==> src/rtl/adder_result_accumulator.sv <==
// Block accumulator for ripple-adder results: sums COUNT_N {carry, sum} operands,
// counts carries out of bit 15, and hands the block total downstream.
module adder_result_accumulator #(
  parameter int SUM_W   = 16,
  parameter int ACC_W   = 24,
  parameter int COUNT_N = 16,
  parameter int CNT_W   = 5
) (
  input  logic             Clk,
  input  logic             Rst,
  input  logic             inValid,
  output logic             inReady,
  input  logic [SUM_W-1:0] sumIn,
  input  logic [3:0]       cOutIn,
  output logic             outValid,
  input  logic             outReady,
  output logic [ACC_W-1:0] accOut,
  output logic [CNT_W-1:0] carryCount,
  output logic             accOverflow,
  output logic             fsm_state
);

  // Handshake rule for both ports: a transfer happens on a rising Clk edge where
  // valid and ready are both high; inReady and outValid are registered and
  // mutually exclusive, so input and output transfers never coincide.

  typedef enum logic {ACCUM = 1'b0, DONE = 1'b1} state_t;

  localparam logic [CNT_W-1:0] LAST_IDX = CNT_W'(COUNT_N - 1);

  state_t           state;
  logic [CNT_W-1:0] sample_cnt;
  logic [ACC_W:0]   operand;
  logic [ACC_W:0]   sum_next;

  // The adder's carry out of bit 15 is the operand's bit 16.
  always_comb begin
    operand  = {{(ACC_W - SUM_W){1'b0}}, cOutIn[3], sumIn};
    sum_next = {1'b0, accOut} + operand;
  end

  assign fsm_state = (state == DONE);

  always_ff @(posedge Clk or posedge Rst) begin
    if (Rst) begin
      state       <= ACCUM;
      accOut      <= '0;
      sample_cnt  <= '0;
      carryCount  <= '0;
      accOverflow <= 1'b0;
      inReady     <= 1'b1;
      outValid    <= 1'b0;
    end else begin
      case (state)
        ACCUM: begin
          if (inValid) begin
            accOut      <= sum_next[ACC_W-1:0];
            accOverflow <= accOverflow | sum_next[ACC_W];
            carryCount  <= carryCount + CNT_W'(cOutIn[3]);
            sample_cnt  <= sample_cnt + 1'b1;
            if (sample_cnt == LAST_IDX) begin
              state    <= DONE;
              inReady  <= 1'b0;
              outValid <= 1'b1;
            end
          end
        end
        DONE: begin
          if (outReady) begin
            state       <= ACCUM;
            accOut      <= '0;
            sample_cnt  <= '0;
            carryCount  <= '0;
            accOverflow <= 1'b0;
            inReady     <= 1'b1;
            outValid    <= 1'b0;
          end
        end
        default: state <= ACCUM;
      endcase
    end
  end

endmodule

==> config.mk <==
export PLATFORM = sky130hd
export DESIGN_NAME = adder_result_accumulator
export DESIGN_NICKNAME = d
export VERILOG_FILES = /design/src/rtl/adder_result_accumulator.sv
export SDC_FILE = /design/constraint.sdc
export NUM_CORES = 1
export LEC_CHECK = 0
export CAP_MARGIN = 20
export CORE_MARGIN = 2
export CORE_UTILIZATION = 35
export CTS_CLUSTER_DIAMETER = 150
export DETAILED_ROUTE_END_ITERATION = 6
export PLACE_DENSITY_LB_ADDON = 0.05
export SYNTH_ARGS = -nofsm -noshare
export SYNTH_HDL_FRONTEND = slang
export SYNTH_SLANG_ARGS = --single-unit
==> constraint.sdc <==
create_clock -name Clk -period 2.1 [get_ports Clk]
set_input_delay 0.21 -clock Clk [delete_from_list [all_inputs] [get_ports Clk]]
set_output_delay 0.21 -clock Clk [all_outputs]
set_load 0.05 [all_outputs]
==> run summary, run 1 <==
Outcome = finished, violations left
Failing checks = setup timing
Yosys cell types = 50
Site Rows = 30
Main combinational cell family by area after synthesis = compound AO/OA/AOI/OAI gates
Vias/cell = 5.176
Initial Utilization = 35.91%
Synth Area in Compound Gates = 20.84%
Max Slew Vio Count = 0
Yosys top cell area share = 38.16%
Fin Setup TNS = -0.9226 ns
Slew at the pin closest to its max-slew limit = 0.5025 ns
Simple-gate portion of the synthesized area = 18.77%
First-pass GRT wire length = 10.63 mm
CTS tree = built
Fin crit share = 107.6%
Main area contributors after synthesis = dfrtp_1 (38%), ha_1 (11%), nand2_1 (6.0%)
Crit start category = flop
Critical path capture point type = flop
Minimum hold slack = 0.3331 ns
Leakage = 1.548 nW
Main synth FF type = dfrtp_1
Post-synth top cells = nand2_1 (39), dfrtp_1 (37), o21ai_0 (24)
Mapped Avg Cell Area = 9.155 µm²
Total Power = 6.095 mW
Grt total ovfl = 0
Dominant cell by count in the synthesized netlist = nand2_1
Synthesized cell area = 0.002426 mm²
Clock slew at reported path FFs = 0.09 ns
Final setup margin = -0.1598 ns
Syn nets = 311
H-tree depth = 2
Vias in the first global route = 2,298
GPL Wtd Cong = 0.8099
Seq/Total Area, Yosys = 39.25%
Total GRT Usage = 17.52%
Final #Nets = 414
Hold violation count in the final report = 0
Cell taking the most area after synthesis = dfrtp_1
WL final = 6.234 mm
Antenna violations before repair = 0
Crit path DAT = 2.48 ns
Power per cell area = 1650 mW/mm²
DRC = 0
Number of buffers added on ports = 53
Max Cap Viol = 0
Ys async rst share = 100.0%
Slew Limit Headroom = 66.39%
Routed wire per std cell = 13.88 µm
Fin crit period = 2.260 ns
Adder-Cell Fraction of Synth Area = 11.66%
Final ANT Viol Nets = 0
Iteration-0 DRC Markers = 53
WP data required = 2.32 ns
Clk Latency, worst-skew pair = 0.30 ns
Die height = 87.26 µm
Crit Path Category = flop to flop
Synth Warn # = 0
Clock tree buffer depth = 2
Clock Skew = 0.01452 ns
First-pass DRT Iterations = 4
Largest net degree at the start of global routing = 39
Area grow syn2layout = 52.24%
Pre-CTS setup slack = -0.4772 ns
Critical-path maximum fanout = 3
Fmax = 442.5 MHz
Layout cells sized above 1 = 29.54%
Post-synth EDFFs = 0
Die area = 0.007613 mm²
Post-cts hold buffer count = 0
Core Box Area = 0.006756 mm²
Peak VDD IR = 0.0007542 V
Num ports = 57
Worst min path class = input pin to asynchronous set/reset pin
Post-synthesis mux area share = 0.8252%
Mapped Cells = 265
Clock root cell = clkbuf_8
Sink Count = 38
Vias = 2,324
RSZ-0062 raised after global routing = true
Post-Synth XOR/XNOR Area = 7.220%
Synthesized flop and latch total = 38
Antenna diodes = 0
CTS buffer count = 5
Chip width = 87.26 µm
Hpwl dp = 4.645 mm
Final setup vio count = 11
[cell families after synthesis]
| logic type | count (synthesis) |
|---|---|
| xor gates and xnor gates | 20 |
| buffers and inverters | 9 |
| AOI/OAI and AO/OA | 78 |
| DFF | 38 |
| and+or+nand+nor | 96 |
| adders and majority gates | 22 |
| muxes | 2 |
[placed cells by master, fill, tap and decap left out, types with 3 or more instances in the layout]
| cell type | instances |
|---|---|
| clkdlybuf4s50_1 | 53 |
| nand3_1 | 7 |
| nor2_2 | 3 |
| clkbuf_8 | 6 |
| buf_4 | 49 |
| a22o_1 | 5 |
| xnor2_1 | 6 |
| a21oi_2 | 3 |
| o31ai_1 | 3 |
| o21ai_0 | 20 |
| o211ai_1 | 3 |
| dfrtp_1 | 22 |
| nor2b_1 | 6 |
| xor2_1 | 14 |
| dfrtp_2 | 15 |
| ha_1 | 12 |
| a21o_1 | 3 |
| and3_2 | 3 |
| a21oi_1 | 15 |
| inv_1 | 3 |
| a31oi_1 | 3 |
| o21ai_1 | 5 |
| nand2_1 | 39 |
| ha_4 | 9 |
| nand4_1 | 4 |
| nor2_1 | 18 |
[state kept, by name, indices dropped and copies added (netlist names)]
signal / count
carryCount: 5
fsm_state: 1
outValid: 1
accOverflow: 1
inReady: 1
sample_cnt: 5
accOut: 24
[per-stage QoR]
step           area, µm²  cells  util, %
3_5_place_dp        3483    435    51.56
2_1_floorplan       2550    265        -
5_1_grt             3694    449    54.67
6_report            3694    449    54.67
3_3_place_gp        3483    435    51.56
4_1_cts             3608    445    53.41
[repair_timing]
item / in CTS / in global routing
gates resized for setup: 5 / 9
setup endpoints to repair: 12 / 16
hold endpoints to repair: 0 / 0
pin swaps: 7 / 11
setup buffers: 2 / 4
[cell type report]
class,count,area [µm²]
Inverter,3,11.26
Fill cell,638,3063
Multi-Input combinational cell,218,1618
Tap cell,80,100.1
Clock inverter,2,12.51
Clock buffer,6,82.58
Sequential cell,38,970.9
Timing Repair Buffer,102,898.4
[where the power goes]
part           internal, mW  switching, mW  total (mW)
Sequential             1.08          0.313        1.39
Combinational          1.86           2.30        4.16
Clock                 0.264          0.283       0.547
[metal layers]
layer,wire [µm],vias up,GRT usage (%)
met5,0,-,0
met4,45,0,3.776
li1,-,1161,-
met2,2979,36,28.51
met3,209,4,3.602
met1,3000,1123,24.08
[critical path, cell delays in order, from the launching register on]
cell	delay, ns
dfrtp_2	0.43
ha_4	0.17
fa_2	0.35
a21oi_2	0.16
nor2_2	0.06
or3_4	0.40
a211oi_4	0.24
a21oi_1	0.13
nand2_1	0.09
mux2i_1	0.17
[final timing paths]
path	startpoint	endpoint	slack (ns)	cells past startpoint
worst max-delay path	accOut[0]	accOut[20]	-0.16	9
worst min-delay path	Rst	accOut[1]	0.33	3
worst max register to register	accOut[0]	accOut[20]	-0.16	9
worst min register to register	outValid	outValid	0.50	2
max in group asynchronous	Rst	accOut[6]	1.39	3
min in group Clk	outValid	outValid	0.50	2
(Power assumes the default switching activity.)
==> inputs of run 2 (changes only) <==
--- a/config.mk
+++ b/config.mk
@@ -5,6 +5,7 @@
 export SDC_FILE = /design/constraint.sdc
 export NUM_CORES = 1
 export LEC_CHECK = 0
+export ABC_AREA = 1
 export CAP_MARGIN = 20
 export CORE_MARGIN = 2
 export CORE_UTILIZATION = 35
==> run 2 against run 1 <==
The flow now finishes without violations. Die area increased by 19%. Sequential share of layout area shrank 0.95 points. Non-clock buffer count fell by 40. Largest cell class unchanged. Largest power group unchanged.
==> run summary, run 2 <==
Outcome = finished, final reports clean
DRC = 0
Syn nets = 488
Worst-path cell chain = clkdlybuf4s50_1
Vias in the first global route = 2,846
Fin Setup TNS = 0 ns
FILL cells = 864
Worst path slowest cell = clkdlybuf4s50_1
Hpwl dp = 5.859 mm
Total Power = 6.292 mW
Reg2reg path depth = 12
Max FFs per register = 24
Synthesized flop and latch total = 38
Crit start category = flop
Number of buffers added on ports = 53
First-pass DRT Iterations = 4
Post-synth EDFFs = 0
Main area contributors after synthesis = dfrtp_1 (32%), nand2_1 (21%), ha_1 (9.0%)
Die height = 95.29 µm
Final #Nets = 552
Fmax = 532.2 MHz
CP peak stage delay = 0.86 ns
WL final = 7.661 mm
Clock Skew = 0.008057 ns
Mapped Avg Cell Area = 6.599 µm²
Slew Limit Headroom = 54.86%
Antenna violations before repair = 0
Total GRT Usage = 18.35%
Iteration-0 DRC Markers = 156
Clk Latency, worst-skew pair = 0.30 ns
GPL Wtd Cong = 0.8398
H-tree depth = 2
Leakage = 1.979 nW
Synthesized cell area = 0.002917 mm²
Post-synth top cells = nand2_1 (162), inv_1 (55), nor2_1 (43)
Critical path capture point type = output port
Clock root cell = clkbuf_8
CTS tree = built
WP data required = 1.89 ns
Area grow syn2layout = 28.87%
Worst min path class = input pin to asynchronous set/reset pin
Biggest register = accOut
Largest net degree at the start of global routing = 39
Dominant cell by count in the synthesized netlist = nand2_1
Antenna diodes = 0
Commonest non-fill, non-tap cell in the layout = nand2_1
Ys async rst share = 100.0%
Max Cap Viol = 0
Post-cts hold buffer count = 0
First-pass GRT wire length = 13.03 mm
Synth Warn # = 0
Main synth FF type = dfrtp_1
RSZ-0062 raised after global routing = false
Crit path DAT = 1.67 ns
Fin crit share = 89.48%
Grt total ovfl = 0
Clock slew at reported path FFs = 0.09 ns
Delay-heaviest family, CP = buffers and inverters
Final ANT Viol Nets = 0
Layout cells sized above 1 = 10.06%
Final setup vio count = 0
Clock tree buffer depth = 2
Post_cts resized = 0
FF+latch area = 952.2 µm²
Max Slew Vio Count = 0
Core Box Area = 0.008134 mm²
Chip width = 95.29 µm
Slew at the pin closest to its max-slew limit = 0.6755 ns
Critical-path maximum fanout = 7
CTS buffer count = 5
Vias = 2,896
Hold violation count in the final report = 0
Initial Utilization = 35.86%
CP Buf/Inv Count = 1
Sink Count = 38
Multi-input gate area = 0.001704 mm²
Routed wire per std cell = 12.52 µm
Num ports = 57
Vias/cell = 4.732
Site Rows = 33
Crit Path Category = flop to output port
Seq/Total Area, Yosys = 32.65%
Fin crit period = 1.879 ns
Yosys cell types = 34
Yosys top cell area share = 31.75%
Power per cell area = 1674 mW/mm²
Peak VDD IR = 0.0007566 V
Cell taking the most area after synthesis = dfrtp_1
WP depth = 1
Largest registers = accOut (24), carryCount (5), sample_cnt (5)
Mapped Cells = 442
Die area = 0.009079 mm²
Post-CTS Setup Bufs = 0
Commonest cells after routing, fill and taps aside = nand2_1 (161), inv_1 (55), clkdlybuf4s50_1 (53)
==> run 2: changes by cell type after synthesis, moves of 7 or more <==
cell     previous run  this run
a21oi_1            18        26
inv_1               3        55
nand2_1            39       162
nand2_2             0        10
nand3_1             7        21
nor2_1             21        43
nor2_2              0         7
nor2b_1             7         0
o21ai_0            24        14
xor2_1             14         1
==> run 2: layout make-up <==
cell class              instances  share of cell area (%)
flip-flops and latches         38                   25.33
clock buffers                   5                   1.831
multi-input cells             337                   45.34
clock inverters                 3                   1.831
repair buffers                 62                   15.91
well taps                     105                   3.495
inverters                      62                   6.258
==> run 2: metrics by stage <==
step	setup WS, ns	instance area (µm²)	hold slack (ns)	util [%]	instances
2_1_floorplan	0.08242	2917	0.3064	-	442
3_3_place_gp	-0.08162	3616	0.4766	44.45	604
3_5_place_dp	-0.08823	3616	0.4692	44.45	604
4_1_cts	0.1152	3754	0.3468	46.15	612
5_1_grt	0.01191	3759	0.3886	46.21	612
6_report	0.2209	3759	0.3261	46.21	612
==> run 2: kinds of logic after synthesis <==
| logic type | Yosys count | synth area share, % |
|---|---|---|
| XOR/XNOR | 2 | 0.6007 |
| AND/OR/NAND/NOR | 259 | 37.67 |
| adder cells (fa/ha/maj) | 22 | 9.695 |
| AO/OA/AOI/OAI | 54 | 10.30 |
| buffers and inverters | 67 | 9.095 |
| flip-flops | 38 | 32.65 |
==> run 2: path summary, 6_finish.rpt <==
path / startpoint / to / slack, ns
max: accOut[17] / accOut[17] / 0.22
min: Rst / accOut[0] / 0.33
max reg2reg: accOut[0] / accOut[12] / 0.22
min reg2reg: outValid / outValid / 0.49
max in group asynchronous: Rst / inReady / 1.41
min in group Clk: outValid / outValid / 0.49
==> run 2: metal layers <==
metal  GRT usage, %  routed length [µm]  up-vias
li1               -                   -     1526
met4          4.227                  69        0
met2          31.16                3541       55
met3          3.083                 315        6
met1          24.37                3735     1309
met5              0                   0        -
==> run 2: where the power goes <==
part           switching, mW  leakage [nW]  internal [mW]
combinational           2.72          1.45           1.41
sequential             0.307         0.465           1.08
clock                  0.302        0.0683          0.476
total                   3.33          1.98           2.96
==> inputs of run 3 (changes only) <==
--- a/config.mk
+++ b/config.mk
@@ -7,10 +7,13 @@
 export LEC_CHECK = 0
 export ABC_AREA = 1
 export CAP_MARGIN = 20
+export CELL_PAD_IN_SITES_DETAIL_PLACEMENT = 1
+export CELL_PAD_IN_SITES_GLOBAL_PLACEMENT = 2
 export CORE_MARGIN = 2
-export CORE_UTILIZATION = 35
+export CORE_UTILIZATION = 25
 export CTS_CLUSTER_DIAMETER = 150
 export DETAILED_ROUTE_END_ITERATION = 6
+export MAX_ROUTING_LAYER = met4
 export PLACE_DENSITY_LB_ADDON = 0.05
 export SYNTH_ARGS = -nofsm -noshare
 export SYNTH_HDL_FRONTEND = slang
==> run 3 against run 2 <==
First-iteration DRC count fell by 43%. Utilization decreased by 12 points. Fmax decreased by 0.28%. Sequential share of layout area shrank 0.73 points. Non-clock buffer count increased by 7. Critical endpoint is now accOut[16].
==> run summary, run 3 (same netlist as run 2, synthesis figures left out) <==
Pre-CTS setup slack = -0.08454 ns
Clock Skew = 0.006668 ns
Largest registers = accOut (24), carryCount (5), sample_cnt (5)
Die height = 112.0 µm
Leakage = 2.018 nW
Crit Path Category = flop to flop
Num ports = 57
Clock root cell = clkbuf_16
Crit start category = flop
Initial Utilization = 25.54%
Commonest non-fill, non-tap cell in the layout = nand2_1
CTS tree = built
Final setup vio count = 0
Post_cts resized = 0
Antenna diodes = 0
Fin Setup TNS = 0 ns
First-pass DRT Iterations = 4
DRC = 0
Grt total ovfl = 0
Iteration-0 DRC Markers = 89
Crit path DAT = 2.09 ns
Fin area = 0.003870 mm²
Peak VDD IR = 0.0006278 V
Critical-path maximum fanout = 4
First-pass GRT wire length = 16.44 mm
Power per cell area = 1690 mW/mm²
Fmax = 530.7 MHz
Area grow syn2layout = 32.69%
WP data required = 2.31 ns
Fin crit share = 89.73%
WL final = 9.629 mm
Reg2reg path depth = 12
Post-CTS Setup Bufs = 0
Clock tree buffer depth = 2
Vias/cell = 4.543
R2r endpoint = accOut[16]
CTS buffer count = 5
Final #Nets = 559
Number of buffers added on ports = 53
Die area = 0.01255 mm²
Final ANT Viol Nets = 0
Max Cap Viol = 0
Fin crit period = 1.884 ns
Slew Limit Headroom = 62.50%
Layout cells sized above 1 = 11.09%
Total GRT Usage = 17.01%
R2R Setup Slk = 0.22 ns
Critical path capture point type = flop
H-tree depth = 2
Outcome = finished, final reports clean
R2r startpoint = accOut[0]
Max FFs per register = 24
Commonest cells after routing, fill and taps aside = nand2_1 (162), inv_1 (55), clkdlybuf4s50_1 (53)
Clock slew at reported path FFs = 0.07 ns
Antenna violations before repair = 0
Core Box Area = 0.01142 mm²
Worst min path class = input pin to asynchronous set/reset pin
FILL cells = 1,454
Hpwl dp = 7.643 mm
Largest net degree at the start of global routing = 39
Vias in the first global route = 3,357
Hold violation count in the final report = 0
Chip width = 112.0 µm
Post-cts hold buffer count = 0
Max Slew Vio Count = 0
End of the critical path = accOut[16]
Biggest register = accOut
Routed wire per std cell = 14.66 µm
Placed Cells = 649
Slew at the pin closest to its max-slew limit = 0.5625 ns
GPL Wtd Cong = 0.8354
Clk Latency, worst-skew pair = 0.29 ns
Layout Cells excl Fill = 657
Final setup margin = 0.2156 ns
Site Rows = 39
Sink Count = 38
Crit path from = accOut[0]
RSZ-0062 raised after global routing = false
Vias = 2,985
Placed cell areas = 0.003716 mm²
==> run 3: worst min path at each step <==
stage | endpoint | slack, ns | depth (start not counted)
2_1_floorplan | fsm_state | 0.31 | 1
3_3_place_gp | outValid | 0.47 | 2
3_5_place_dp | outValid | 0.48 | 2
4_1_cts | accOut[1] | 0.40 | 3
5_1_grt | accOut[1] | 0.44 | 3
6_report | accOut[1] | 0.36 | 3
==> run 3: final cells by class <==
class	count	area (µm²)	share of cell area [%]
clock buffer	6	138.9	3.589
clock inverter	2	12.51	0.3233
inverter	62	235.2	6.078
multi-input combinational	337	1702	43.97
sequential	38	952.2	24.60
tap	143	178.9	4.623
timing repair buffer	69	650.6	16.81
==> run 3: power by group <==
group          switching, mW  leakage [nW]  internal, mW
Sequential             0.314         0.465          1.08
Clock                  0.338        0.0729         0.472
Combinational           2.84          1.48          1.50
==> run 3: routing by layer <==
metal	part of all wire (%)	routed length, µm	global-route usage, %
met1	49	4724	21.69
met2	46	4433	28.08
met3	2.7	261	2.484
met4	2.2	209	5.285
met5	0	0	-
==> run 3: worst max-delay path, stage by stage (launching register included) <==
cell	delay (ns)
dfrtp_1	0.40
ha_1	0.22
fa_2	0.34
nand2_1	0.09
nand2_1	0.08
and2_4	0.15
nand2_1	0.05
nand2_1	0.10
nand2_1	0.09
nand2_1	0.06
nand2_1	0.06
nand2_1	0.05
o21ai_1	0.12
==> run 3: through the flow <==
stage | hold WS (ns) | total power, mW | util [%]
2_1_floorplan | 0.3064 | 4.283 | -
3_3_place_gp | 0.4687 | 5.746 | 32.54
3_5_place_dp | 0.4756 | 5.808 | 32.54
4_1_cts | 0.3969 | 6.668 | 33.87
5_1_grt | 0.4383 | 7.198 | 33.89
6_report | 0.3648 | 6.539 | 33.89
